File: config.mk
export PLATFORM = sky130hd
export DESIGN_NAME = iic_hs_tx
export DESIGN_NICKNAME = d
export VERILOG_FILES = /design/src/rtl/iic_hs_tx.sv
export SDC_FILE = /design/constraint.sdc
export NUM_CORES = 1
export LEC_CHECK = 0
export CORE_UTILIZATION = 50
export DETAILED_ROUTE_END_ITERATION = 6
export GPL_TIMING_DRIVEN = 1
export PLACE_DENSITY = 0.78
export SETUP_SLACK_MARGIN = 0.1
export SLEW_MARGIN = 30
export SYNTH_ARGS = -nofsm -noshare
export SYNTH_HDL_FRONTEND = slang
export SYNTH_SLANG_ARGS = --single-unit
File: constraint.sdc
create_clock -name clk_i -period 3.3 [get_ports clk_i]
set_clock_uncertainty 0.05 [all_clocks]
set_input_delay 0.33 -clock clk_i [delete_from_list [all_inputs] [get_ports clk_i]]
set_output_delay 0.33 -clock clk_i [all_outputs]
set_load 0.01 [all_outputs]
File: src/rtl/iic_hs_tx.sv
// iic_hs_tx: source side of a 4-phase rdy/ack word handshake.
// Producer samples are queued in a small ring buffer and sent one word at a
// time: data is presented, rdy is raised, ack high ends the request, and
// ack low re-arms the source for the next word.
// Optional macro IIC_HS_TX_CNT_EN enables the completed-word counter on
// tx_cnt_o; without it tx_cnt_o is tied to zero.
module iic_hs_tx #(
  parameter int WIDTH    = 16,
  parameter int BUF_SIZE = 2,
  parameter int ACK_SYNC = 1,
  parameter int TMO_W    = 8
) (
  input  logic               clk_i,
  input  logic               rst_i,
  input  logic [WIDTH-1:0]   smp_data_i,
  input  logic               smp_valid_i,
  output logic [WIDTH-1:0]   hs_data_o,
  output logic               hs_rdy_o,
  input  logic               hs_ack_i,
  output logic [BUF_SIZE:0]  buf_level_o,
  output logic               ovf_o,
  output logic               tmo_o,
  input  logic               clr_flags_i,
  output logic [15:0]        tx_cnt_o
);

  localparam int DEPTH = 1 << BUF_SIZE;
  localparam logic [BUF_SIZE:0] PTR_ONE = {{BUF_SIZE{1'b0}}, 1'b1};
  localparam logic [TMO_W-1:0]  TMO_ONE = {{(TMO_W-1){1'b0}}, 1'b1};

  typedef enum logic [1:0] {
    IDLE = 2'd0,
    REQ  = 2'd1,
    REL  = 2'd2
  } state_t;

  state_t               state;
  logic [WIDTH-1:0]     mem [DEPTH];
  logic [BUF_SIZE:0]    wr_ptr;
  logic [BUF_SIZE:0]    rd_ptr;
  logic [TMO_W-1:0]     tmo_cnt;
  logic                 ack_s;
  logic                 full;
  logic                 empty;
  logic                 pop;
  logic                 push;
  logic                 ovf_set;
  logic                 tmo_set;
  logic                 tmo_fire;
  logic                 ack_done;

  // ---- ack conditioning stage ----
  if (ACK_SYNC != 0) begin : g_ack_sync
    logic ack_sync_p0;
    logic ack_sync_p1;

    // Two-flop synchronizer for an ack coming from another clock domain
    always_ff @(posedge clk_i) begin
      if (rst_i) begin
        ack_sync_p0 <= 1'b0;
        ack_sync_p1 <= 1'b0;
      end else begin
        ack_sync_p0 <= hs_ack_i;
        ack_sync_p1 <= ack_sync_p0;
      end
    end

    assign ack_s = ack_sync_p1;
  end else begin : g_ack_direct
    assign ack_s = hs_ack_i;
  end

  // ---- buffer status and handshake decode ----
  assign empty    = (wr_ptr == rd_ptr);
  assign full     = (wr_ptr[BUF_SIZE] != rd_ptr[BUF_SIZE]) &&
                    (wr_ptr[BUF_SIZE-1:0] == rd_ptr[BUF_SIZE-1:0]);
  // A stale ack still high in IDLE blocks the next word until it drops
  assign pop      = (state == IDLE) && !empty && !ack_s;
  assign push     = smp_valid_i && (!full || pop);
  assign ovf_set  = smp_valid_i && full && !pop;
  assign tmo_fire = &tmo_cnt;
  assign tmo_set  = tmo_fire && (((state == REQ) && !ack_s) ||
                                 ((state == REL) && ack_s));
  assign ack_done = (state == REQ) && ack_s;

  assign buf_level_o = wr_ptr - rd_ptr;

  // Buffer storage write; contents need no reset since pointers gate reads
  always_ff @(posedge clk_i) begin
    if (push) begin
      mem[wr_ptr[BUF_SIZE-1:0]] <= smp_data_i;
    end
  end

  // Write pointer advances on every accepted sample, wrapping by truncation
  always_ff @(posedge clk_i) begin
    if (rst_i) begin
      wr_ptr <= '0;
    end else if (push) begin
      wr_ptr <= wr_ptr + PTR_ONE;
    end
  end

  // ---- handshake state machine ----
  // Handshake FSM: loads a word, drives rdy, tracks ack phases and timeout
  always_ff @(posedge clk_i) begin
    if (rst_i) begin
      state     <= IDLE;
      rd_ptr    <= '0;
      hs_rdy_o  <= 1'b0;
      hs_data_o <= '0;
      tmo_cnt   <= '0;
    end else begin
      case (state)
        IDLE: begin
          tmo_cnt <= '0;
          if (pop) begin
            hs_data_o <= mem[rd_ptr[BUF_SIZE-1:0]];
            rd_ptr    <= rd_ptr + PTR_ONE;
            hs_rdy_o  <= 1'b1;
            state     <= REQ;
          end
        end
        REQ: begin
          if (ack_s || tmo_fire) begin
            // On timeout the word is abandoned; the sink must still release ack
            hs_rdy_o <= 1'b0;
            tmo_cnt  <= '0;
            state    <= REL;
          end else begin
            tmo_cnt <= tmo_cnt + TMO_ONE;
          end
        end
        REL: begin
          if (!ack_s) begin
            tmo_cnt <= '0;
            state   <= IDLE;
          end else if (!tmo_fire) begin
            tmo_cnt <= tmo_cnt + TMO_ONE;
          end
        end
        default: begin
          hs_rdy_o <= 1'b0;
          tmo_cnt  <= '0;
          state    <= IDLE;
        end
      endcase
    end
  end

  // Sticky status flags; a set event in the clearing cycle keeps the flag set
  always_ff @(posedge clk_i) begin
    if (rst_i) begin
      ovf_o <= 1'b0;
      tmo_o <= 1'b0;
    end else begin
      ovf_o <= ovf_set | (ovf_o & ~clr_flags_i);
      tmo_o <= tmo_set | (tmo_o & ~clr_flags_i);
    end
  end

`ifdef IIC_HS_TX_CNT_EN
  logic [15:0] tx_cnt;

  // Completed-word counter, bumped only by an acked request
  always_ff @(posedge clk_i) begin
    if (rst_i) begin
      tx_cnt <= '0;
    end else if (ack_done) begin
      tx_cnt <= tx_cnt + 16'd1;
    end
  end

  assign tx_cnt_o = tx_cnt;
`else
  logic unused_ack_done;
  assign unused_ack_done = ack_done;
  assign tx_cnt_o        = '0;
`endif

endmodule

After elaboration in Yosys (flattened, before gate mapping)
Memories as Yosys holds them, arrays and structs flattened. A register that Yosys moved wholly into a read port is not among the register bits. Index checks and enable logic that the tools add are counted.

Register bits after elaboration: 21. Bits in writable memories: 64. Bits of input ports: 21. Output and inout port bits: 38. Logic and storage cells: 63. Memories kept: 1.

Add/sub/neg operators: 4. Equality and inequality tests: 9. Multiplexer cells: 13. Bitwise operators: 6. Reductions and logical operators: 21.

Memory list: mem (depth 4, width 16, rd ports 1, clocked after Yosys merged registers in 1, wr ports 1, RTL line 38) `logic [WIDTH-1:0] mem [DEPTH];`.

Operators with widths (count): two-way mux 8 bit (3); one-hot mux 8 bit (2 select lines) (1); logical AND 1 bit (9); adder 8 x 1 -> 8 bit (second input constant) (1); AND reduction 8 bit (1); adder 3 x 1 -> 3 bit (second input constant) (2); two-way mux 2 bit (3); one-hot mux 2 bit (3 select lines) (1); AND reduction 3 bit (2); zero test 1 bit (4); two-way mux 1 bit (4); inequality test 2 bit (second input constant) (2); equality test 3 bit (1); logical OR 1 bit (3); inequality test 3 bit (second input constant) (1); one-hot mux 1 bit (3 select lines) (1); subtractor 3 bit (1); AND 1 bit (2); equality test 2 x 1 -> 1 bit (second input constant) (1); equality test 2 bit (1); equality test 2 bit (second input constant) (1); zero test 2 bit (1); inequality test 2 x 1 -> 1 bit (second input constant) (1); NOT 1 bit (2); 3 further kinds (4).

Longest topological paths before layout
Gate-level depths: netlist (run 1).

Depth after elaboration: 8. Gate-level depth with buffers: 10. Depth with buffers taken out: 6.

Worst setup path before layout (run 1)
OpenSTA, ideal clock, no wires.

Path type: reg2reg. From: reg rd_ptr[1]. To: mem mem[3][0] (enable). Setup time: 0.334 ns. Arrival: 2.124 ns. Data required time: 2.916 ns. Setup slack: 0.792 ns. Cell stages (with the launch flop): 8. Path buffers: 2. Clock period less this slack: 2.508 ns. Cells stage by stage: dfxtp_1 -> clkbuf_1 -> buf_2 -> inv_1 -> ha_1 -> nand2_1 -> o311ai_0 -> inv_1.

Longest elaborated chain between the ends: 8. Elaborated cells between the ends (all ways): 11. Classes of those cells: eq/ne (2); mux (2); reduce/logical (7).

Ends and longest elaborated chain: start, declared (RTL line 40) `logic [BUF_SIZE:0] rd_ptr;`; start signal, assigned (RTL line 119) `rd_ptr <= rd_ptr + PTR_ONE;`; equality test 3 bit (RTL line 74) `assign empty = (wr_ptr == rd_ptr);`; zero test 1 bit (RTL line 78) `assign pop = (state == IDLE) && !empty && !ack_s;`; logical AND 1 bit (2 in a row) (RTL line 78); logical OR 1 bit * (RTL line 79) `assign push = smp_valid_i && (!full || pop);`; logical AND 1 bit * (RTL line 79); two-way mux 1 bit * (RTL line 90) `if (push) begin`; two-way mux 1 bit (implied by the code) * (RTL line 91) `mem[wr_ptr[BUF_SIZE-1:0]] <= smp_data_i;`; end, declared (RTL line 38).

Mark *: on every way between the ends. The rest lies on a longest branch, timed or not.

Worst setup path after layout (run 1)
From: reg wr_ptr[0]. To: out buf_level_o[2].

Longest elaborated chain between the ends: 1.

Ends and longest elaborated chain: start, declared (RTL line 39) `logic [BUF_SIZE:0] wr_ptr;`; start signal, assigned (RTL line 100) `wr_ptr <= wr_ptr + PTR_ONE;`; subtractor 3 bit (RTL line 86) `assign buf_level_o = wr_ptr - rd_ptr;`; end, declared (RTL line 20) `output logic [BUF_SIZE:0] buf_level_o,`.

Every way passes these cells.

==> results.py, run 1 <==
metrics = {
    "detailed_routing": {
        "met2_length_um": 3500,
        "totalWireLength_um": 7240,
        "detail_route.wl_per_cell_um": 16.0,
        "route.detailed.drc": 0,
        "via_count": 2389,
        "first_iter_violations": 87,
        "dr.pass1.iters": 4,
        "met3_length_um": 299,
        "routed.top_layer": "met4",
        "via_per_inst": 5.27,
        "drtAntennaViolNets": 0,
        "met1_length_um": 3320,
    },
    "clock_tree": {
        "cts_max_level": 3,
        "cts_setup_buffers": 0,
        "cts_resized": 0,
        "cts_tree": "built",
        "clock_path_buffers": 2,
        "clk_pin_slew_ns": 0.10,
        "root_buffer": "clkbuf_8",
        "cts_buffers": 9,
        "cts_sinks": 101,
        "clk_latency_ns": 0.37,
        "holdBufCountCts": 0,
    },
    "synthesis": {
        "synth_xor_area_frac": 0.0232,
        "synthDominantCellAreaShare": 0.463,
        "synth-compound-area-share": 0.0585,
        "syn-cell-area_um2": 4150,
        "synth_edf_count": 64,
        "yosys_warnings": 0,
        "syn_inst": 298,
        "avgSynthCellArea_um2": 13.9,
        "synth-seq-area-share": 0.642,
        "synth.area.mux_share": 0.0966,
        "synth_area_leaders": "edfxtp_1 (46%), dfxtp_1 (18%), mux4_2 (8.7%)",
        "synthArstFlopShare": 0,
        "synthFlopType": "edfxtp_1",
        "synthAdderAreaFrac": 0.0410,
        "yosys.area_share.simple": 0.0869,
        "ys_types": 39,
        "yosysTopAreaCell": "edfxtp_1",
        "ys_ff_latch": 101,
        "synth_top_family_by_area": "multiplexers",
    },
    "status": {
        "status": "complete, no violations",
    },
    "pwr": {
        "p_leak_nw": 1.67,
        "power.density_nw_per_um2": 701,
        "ir_drop_mv": 0.339,
    },
    "placement": {
        "hpwl_um": 4650,
        "io_buffer_count": 42,
        "detailedPlace.worstSlack_ns": 0.873,
        "gp_congestion": 0.788,
    },
    "sta": {
        "hold_viol_final": 0,
        "rsz0062_at_grt": "no",
        "finalSetupViolCount": 0,
        "setup_ws_ns": 0.743,
        "tightest_slew_ns": 0.858,
        "fin_setup_tns_ns": 0,
        "period_share": 0.775,
        "drv_slew": 0,
        "fmax_mhz": 391,
        "maxSlewHeadroom": 0.428,
        "finalCriticalPeriod_ns": 2.56,
    },
    "worst_setup_path": {
        "endpoint_kind": "output port",
        "slowest_delay_ns": 0.55,
        "crit_path_cell_trace": "inv_1 > ha_1 > inv_1 > fa_1 > xnor2_1 > clkdlybuf4s50_1",
        "arrival_ns": 2.18,
        "crit_slowest_cell": "clkdlybuf4s50_1",
        "cpMostUsedCell": "inv_1",
        "cp-start-kind": "flip-flop",
        "required_ns": 2.92,
        "cp_max_fo": 4,
        "path_class": "flip-flop to output port",
    },
    "finish": {
        "antenna_cells": 0,
        "drive_above_1_share": 0.128,
        "nets": 380,
        "layout-area-overhead-vs-synth_pct": 16.7,
    },
    "grt": {
        "grt_overflow": 0,
        "grt_usage": 0.185,
        "grt_max_degree": 33,
        "grt_pass1_vias": 2329,
        "grt_first_pass_wirelength_um": 11800,
        "antenna_found_initial": 0,
    },
    "run": {
        "max-cap-violations": 0,
    },
    "hold_path": {
        "min_path_type": "flip-flop to flip-flop",
    },
    "floorplan": {
        "start_util": 0.526,
        "die_y_um": 93.1,
        "rows": 32,
        "core_um2": 7890,
        "io_pins": 59,
        "die_w_um": 93.1,
        "die_area_um2": 8660,
    },
}
==> layout by cell type (no fill, tap or decap), types with 2 or more instances in the layout <==
cell | netlist | layout
ha_1 | 12 | 12
conb_1 | 1 | 16
dfxtp_1 | 37 | 37
clkbuf_8 | 0 | 10
and2_1 | 4 | 4
or3_1 | 2 | 2
nand2b_1 | 7 | 7
buf_4 | 19 | 7
o211ai_1 | 2 | 2
nor3_1 | 2 | 2
nand3_1 | 3 | 3
nor2_1 | 11 | 11
mux4_2 | 16 | 16
xor2_1 | 5 | 5
nor2b_1 | 5 | 5
a21oi_1 | 24 | 24
nand2_1 | 38 | 38
clkdlybuf4s50_1 | 0 | 42
xnor2_1 | 6 | 6
o31ai_1 | 2 | 2
inv_1 | 9 | 9
o21a_1 | 2 | 2
mux2i_1 | 4 | 4
edfxtp_1 | 64 | 64
clkinv_4 | 0 | 3
==> flip-flops by register name, indices dropped and copies added (netlist names) <==
| register | count |
|---|---|
| mem | 64 |
| hs_data_o | 16 |
| tmo_cnt | 8 |
| rd_ptr | 3 |
| wr_ptr | 3 |
| state | 2 |
| ack_s | 1 |
| g_ack_sync.ack_sync_p0 | 1 |
| hs_rdy_o | 1 |
| ovf_o | 1 |
| tmo_o | 1 |
==> cells by family (layout without fill, tap and decap cells) <==
group | Yosys count | after routing
AOI/OAI and AO/OA | 39 | 39
xor gates and xnor gates | 11 | 11
adders and majority gates | 13 | 13
buffers and inverters | 36 | 74
DFF | 101 | 101
muxes | 20 | 20
other | 1 | 16
and+or+nand+nor | 77 | 77
==> cell usage after synthesis (2+ instances only) <==
cell type and n:
a21oi_1 24, and2_1 4, buf_2 3, buf_4 19, clkbuf_1 5, dfxtp_1 37
edfxtp_1 64, ha_1 12, inv_1 9, mux2i_1 4, mux4_2 16, nand2_1 38
nand2b_1 7, nand3_1 3, nor2_1 11, nor2b_1 5, nor3_1 2, o211ai_1 2
o21a_1 2, o31ai_1 2, or3_1 2, xnor2_1 6, xor2_1 5
==> final timing paths <==
path	from	end	slack [ns]	depth (start not counted)
worst max-delay path	wr_ptr[0]	buf_level_o[2]	0.74	6
worst min register to register	g_ack_sync.ack_sync_p0	ack_s	0.41	1
worst min-delay path	g_ack_sync.ack_sync_p0	ack_s	0.41	1
worst max register to register	wr_ptr[0]	mem[3][2]	0.84	5
==> where the power goes <==
part	switching, mW	internal (mW)	total [mW]
Combinational	0.546	0.505	1.05
Clock	0.442	0.354	0.796
Sequential	0.0619	1.48	1.54
==> per-stage QoR <==
| step | utilization | std cells | hold slack (ns) | total power [mW] | cell area, um2 |
|---|---|---|---|---|---|
| after floorplan | - | 313 | 0.364 | 2.27 | 4200 |
| after global routing | 0.614 | 453 | 0.421 | 3.59 | 4840 |
| after detailed placement | 0.587 | 437 | 0.393 | 2.63 | 4630 |
| after CTS | 0.614 | 453 | 0.411 | 3.42 | 4840 |
| final | 0.614 | 453 | 0.408 | 3.39 | 4840 |
| after global placement | 0.587 | 437 | 0.374 | 2.61 | 4630 |
==> layout make-up <==
| type | count | area [um2] |
|---|---|---|
| Clock buffer | 11 | 163 |
| Inverter | 9 | 33.8 |
| Sequential cell | 101 | 2660 |
| Multi-Input combinational cell | 176 | 1330 |
| Clock inverter | 5 | 51.3 |
| Tap cell | 102 | 128 |
| Fill cell | 586 | 3050 |
| Timing Repair Buffer | 49 | 473 |
==> worst max-delay path, delay by kind of cell (launching register included) <==
kind       cells  cell delay (ns)
xor+xnor       1             0.18
buf+inv        3             0.75
flops          1             0.34
fa+ha+maj      2             0.55
==> layer usage <==
| layer | GRT usage | up-vias |
|---|---|---|
| li1 | - | 1135 |
| met2 | 0.301 | 71 |
| met1 | 0.239 | 1174 |
| met4 | 0.0846 | 0 |
| met3 | 0.0407 | 9 |
| met5 | 0 | - |
Power figures use the tool's default switching activity.
==> run 2: changes to the inputs <==
CORE_UTILIZATION = 49   (was 50)
PLACE_DENSITY = 0.8   (was 0.78)
clock period = 2.2 ns   (was 3.3 ns; I/O delays follow)
==> run 2 against run 1 <==
  * Non-clock buffer count stayed put
  * Count of clock-buffer cells in the layout shrank 2
  * Design area up 1.2%
  * Via count is 1.4% lower
  * Hold slack lost 0.057 ns
  * Combinational power rose by 59%
  * Routed wire length rose by 1.2%
  * Critical path depth fell by 1
  * Clock power grew 56%
  * Total power up 54%
  * Sequential share of layout area fell by 0.61 points
  * Critical path type is now flip-flop to flip-flop
  * Largest cell class unchanged
  * Largest power group unchanged
  * Highest routed layer unchanged
==> results.py, run 2 (synthesis gave the netlist of run 1 again) <==
metrics = {
    "hold_path": {
        "whs_endpoint": "g_ack_sync.ack_sync_p0",
        "min_path_type": "input pin to flip-flop",
        "min_path_cells": 2,
        "min_from": "hs_ack_i",
    },
    "worst_setup_path": {
        "crit_path_cell_trace": "ha_1 > nand2_1 > nor3_1 > nor2b_2 > and2_4",
        "slowest_delay_ns": 0.48,
        "cp-start-kind": "flip-flop",
        "r2r_cells": 5,
        "rrSetupSlack_ns": 0.17,
        "r2r_end": "mem[2][4]",
        "reg2reg_from": "wr_ptr[1]",
        "crit_slowest_cell": "dfxtp_1",
        "cpLargestDelayFamily": "simple AND/OR/NAND/NOR gates",
        "path_class": "flip-flop to flip-flop",
        "endpoint_kind": "flip-flop",
        "cp_max_fo": 16,
        "critPathBufInv": 0,
        "required_ns": 2.20,
        "arrival_ns": 2.03,
    },
    "placement": {
        "place_area_um2": 4660,
        "hpwl_um": 4800,
        "io_buffer_count": 42,
        "gp_congestion": 0.784,
    },
    "clock_tree": {
        "clock_path_buffers": 2,
        "clk_latency_ns": 0.37,
        "cts_max_level": 3,
        "cts_buffers": 9,
        "clk_pin_slew_ns": 0.11,
        "root_buffer": "clkbuf_8",
        "cts_tree": "built",
        "cts_sinks": 101,
    },
    "detailed_routing": {
        "via_per_inst": 5.15,
        "detail_route.wl_per_cell_um": 16.0,
        "route.detailed.drc": 0,
        "via_count": 2355,
        "first_iter_violations": 104,
        "totalWireLength_um": 7320,
        "dr.pass1.iters": 4,
        "drtAntennaViolNets": 0,
    },
    "pwr": {
        "power.density_nw_per_um2": 1070,
        "p_leak_nw": 1.70,
        "finalPower_mw": 5.22,
        "ir_drop_mv": 0.739,
    },
    "sta": {
        "finalCriticalPeriod_ns": 2.03,
        "drv_slew": 0,
        "fin_setup_tns_ns": 0,
        "maxSlewHeadroom": 0.649,
        "fmax_mhz": 493,
        "tightest_slew_ns": 0.525,
        "finalSetupViolCount": 0,
        "rsz0062_at_grt": "yes",
        "hold_viol_final": 0,
        "period_share": 0.922,
    },
    "finish": {
        "nets": 381,
        "fin_area_um2": 4900,
        "largest_register_ffs": 64,
        "final_common_cell": "edfxtp_1",
        "final_cell_mix": "edfxtp_1 (64), clkdlybuf4s50_1 (40), nand2_1 (38), dfxtp_1 (36), a21oi_1 (24)",
        "drive_above_1_share": 0.159,
        "antenna_cells": 0,
        "layout-area-overhead-vs-synth_pct": 18.1,
    },
    "grt": {
        "grt_overflow": 0,
        "grt_first_pass_wirelength_um": 10900,
        "grt_usage": 0.173,
        "grt_pass1_vias": 2238,
        "antenna_found_initial": 0,
        "grt_max_degree": 20,
    },
    "floorplan": {
        "io_pins": 59,
        "die_area_um2": 8830,
        "die_y_um": 94.0,
        "die_w_um": 94.0,
        "start_util": 0.505,
        "core_um2": 8220,
        "rows": 33,
    },
    "run": {
        "max-cap-violations": 0,
    },
    "status": {
        "status": "complete, no violations",
    },
}
run 2: cell count changes in the layout (fill, tap and decap cells not counted), sizes merged:
cell and change:
clkinv -1, inv +2, and2 +1, buf +1
clkdlybuf4s50 -2, bufinv +1, clkbuf -1
run 2: metrics by stage:
stage / hold slack (ns) / utilization / worst slack (ns) / cells
after floorplan: 0.269 / - / 0.104 / 313
after global placement: 0.391 / 0.567 / 0.158 / 439
after detailed placement: 0.395 / 0.567 / 0.116 / 439
after CTS: 0.326 / 0.593 / 0.111 / 455
after global routing: 0.352 / 0.596 / 0.0714 / 457
final: 0.351 / 0.596 / 0.171 / 457
run 2: worst max-delay path by stage:
| stage | endpoint | slack [ns] | depth (start not counted) | startpoint |
|---|---|---|---|---|
| after CTS | buf_level_o[2] | 0.11 | 6 | wr_ptr[0] |
| after detailed placement | mem[3][12] | 0.12 | 5 | wr_ptr[0] |
| after global routing | mem[2][4] | 0.07 | 5 | wr_ptr[1] |
| after floorplan | mem[3][0] | 0.10 | 7 | rd_ptr[1] |
| final | mem[2][4] | 0.17 | 5 | wr_ptr[1] |
| after global placement | buf_level_o[2] | 0.16 | 6 | wr_ptr[0] |
run 2: power breakdown:
part,switching (mW),internal [mW],leakage [nW]
Sequential,0.0917,2.22,0.890
Combinational,0.843,0.824,0.695
Clock,0.681,0.555,0.110
Total,1.62,3.60,1.70
run 2: area by class of cell:
class                   count  area (um2)
clock buffers               9         124
clock inverters             7        93.8
fillers                   616        3320
inverters                   9        33.8
multi-input cells         177        1350
flip-flops and latches    101        2660
well taps                 105         131
repair buffers             49         500
run 2: layer usage:
metal / up-vias / wire length (um) / share of wire / global-route usage
met2: 54 / 3840 / 0.52 / 0.296
li1: 1135 / - / - / -
met4: 0 / 106 / 0.014 / 0.0731
met5: - / 0 / 0 / 0
met3: 10 / 248 / 0.034 / 0.0461
met1: 1156 / 3130 / 0.43 / 0.207
run 2: worst register-to-register path, delay by kind of cell, from the launching register on:
kind	cells	cell delay, ns
and+or+nand+nor	4	0.87
DFF	1	0.48
adders and majority gates	1	0.30
run 2: what timing repair did:
action / in CTS / in global routing
resized for setup: 7 / 4
hold buffers: 0 / 0
pin swaps: 0 / 4
setup endpoints to repair: 3 / 66
buffers inserted: 0 / 1
gates cloned: 0 / 1
==> edit (flow settings as in run 1) <==
Set the parameter `ACK_SYNC` to 0 (it was 1).
--- a/src/rtl/iic_hs_tx.sv
+++ b/src/rtl/iic_hs_tx.sv
@@ -9,3 +9,3 @@
   parameter int BUF_SIZE = 2,
-  parameter int ACK_SYNC = 1,
+  parameter int ACK_SYNC = 0,
   parameter int TMO_W    = 8
Function: changed (a bounded check fails within 4 cycles, from zero or initial values and one cycle with rst_i high).
==> edit against run 1 <==
Power is 14% lower; clock power is 4.5% lower; sequential cell count is 2 lower; maximum frequency is 0.48% higher; final cell count is 0.44% lower; synthesized area is 0.88% lower; setup slack better by 0.012 ns; routed wire length is 1.3% lower; cell area is 1.6% lower; critical endpoint unchanged; largest power group unchanged.
==> edit: results <==
synthesis:
  yosysWarnings: 0
  synth_common_cells: "edfxtp_1 (64), nand2_1 (41), dfxtp_1 (35), a21oi_1 (26), buf_4 (19)"
  syn_inst: 300
  netlist_top_cells_area: "edfxtp_1 (47%), dfxtp_1 (17%), mux4_2 (8.8%)"
  ys_seq_area_share_pct: 63.8
  synth.distinct_cells: 41
  synth_edf_count: 64
place:
  dpl.hpwl_um: 4790
  place.gp.congestion: 0.773
  dp_slack_ns: 0.703
  post_dp_cell_area_sq_um: 4560
  place_inst: 435
timing:
  tightest_slew_ns: 0.894
pwr:
  ir_drop_mv: 0.354
  intPower_mw: 2.05
  p_leak_nw: 1.62
route:
  dr.pass1.iters: 4
  routed_wl_um: 7140
  num_vias: 2349
  drtIter0Drc: 120
global_route:
  grt_pass1_wl_um: 11500
  track_usage_pct: 18.3
  grt_pass1_vias: 2448
  antenna_found_initial: 0
  grt_max_degree: 31
critical_path:
  crit_family: "buffers and inverters"
  worst_ep_arrival_time_ns: 2.16
  crit_slowest_cell: "clkdlybuf4s50_1"
  worstPathMaxFanout: 4
status:
  status: "finished clean"
clocking:
  cts_buffers: 9
  root_buffer: "clkbuf_8"
  clkTransAtPathRegs_ns: 0.10
  cts_setup_buffers: 0
  clockBufferDepth: 2
  htreeDepth: 3
finish:
  insertedDiodeCount: 0
  instances_no_fill: 451
  layout-drive-gt1-share_pct: 11.5
  nets: 378
  largest_register_ffs: 64
hold_path:
  worstHoldPathType: "flip-flop to flip-flop"
## edit: area by class of cell
cell class / count / area [sq um]
Fill cell: 626 / 3080
Timing Repair Buffer: 45 / 443
Multi-Input combinational cell: 180 / 1330
Inverter: 9 / 33.8
Tap cell: 102 / 128
Sequential cell: 99 / 2620
Clock inverter: 7 / 80.1
Clock buffer: 9 / 124
## edit: logic make-up after synthesis
logic type	Yosys count	share of synthesized area [%]
flip-flops	99	63.8
other	1	0.0912
XOR/XNOR	12	2.74
AND/OR/NAND/NOR	79	8.83
multiplexers	19	9.50
adder cells (fa/ha/maj)	13	4.14
buffers and inverters	36	5.11
AO/OA/AOI/OAI	41	5.78
## edit: metal layers
metal	global-route usage (%)	vias to the layer above	routed length [um]	share of wire [%]
met1	20.8	1145	2990	42
li1	-	1131	-	-
met4	7.05	0	119	1.7
met2	32.4	64	3720	52
met3	5.58	9	318	4.5
met5	0	-	0	0
## edit: power by group through the flow
stage	sequential [mW]	combinational (mW)	clock, mW
finish	1.46	0.691	0.760
global route	1.48	0.766	0.824
CTS	1.47	0.702	0.779
detailed placement	1.49	0.699	0
global placement	1.49	0.684	0
floorplan	1.50	0.457	0
## edit: final timing paths
kind / start / endpoint / slack (ns) / depth (start not counted)
setup reg to reg: wr_ptr[0]$_SDFFE_PP0P_ / mem[1][5]$_DFFE_PP_ / 0.89 / 6
setup / recovery: wr_ptr[0]$_SDFFE_PP0P_ / buf_level_o[2] / 0.76 / 6
hold reg to reg: hs_data_o[3]$_SDFFE_PP0P_ / hs_data_o[3]$_SDFFE_PP0P_ / 0.41 / 2
hold / removal: hs_data_o[3]$_SDFFE_PP0P_ / hs_data_o[3]$_SDFFE_PP0P_ / 0.41 / 2
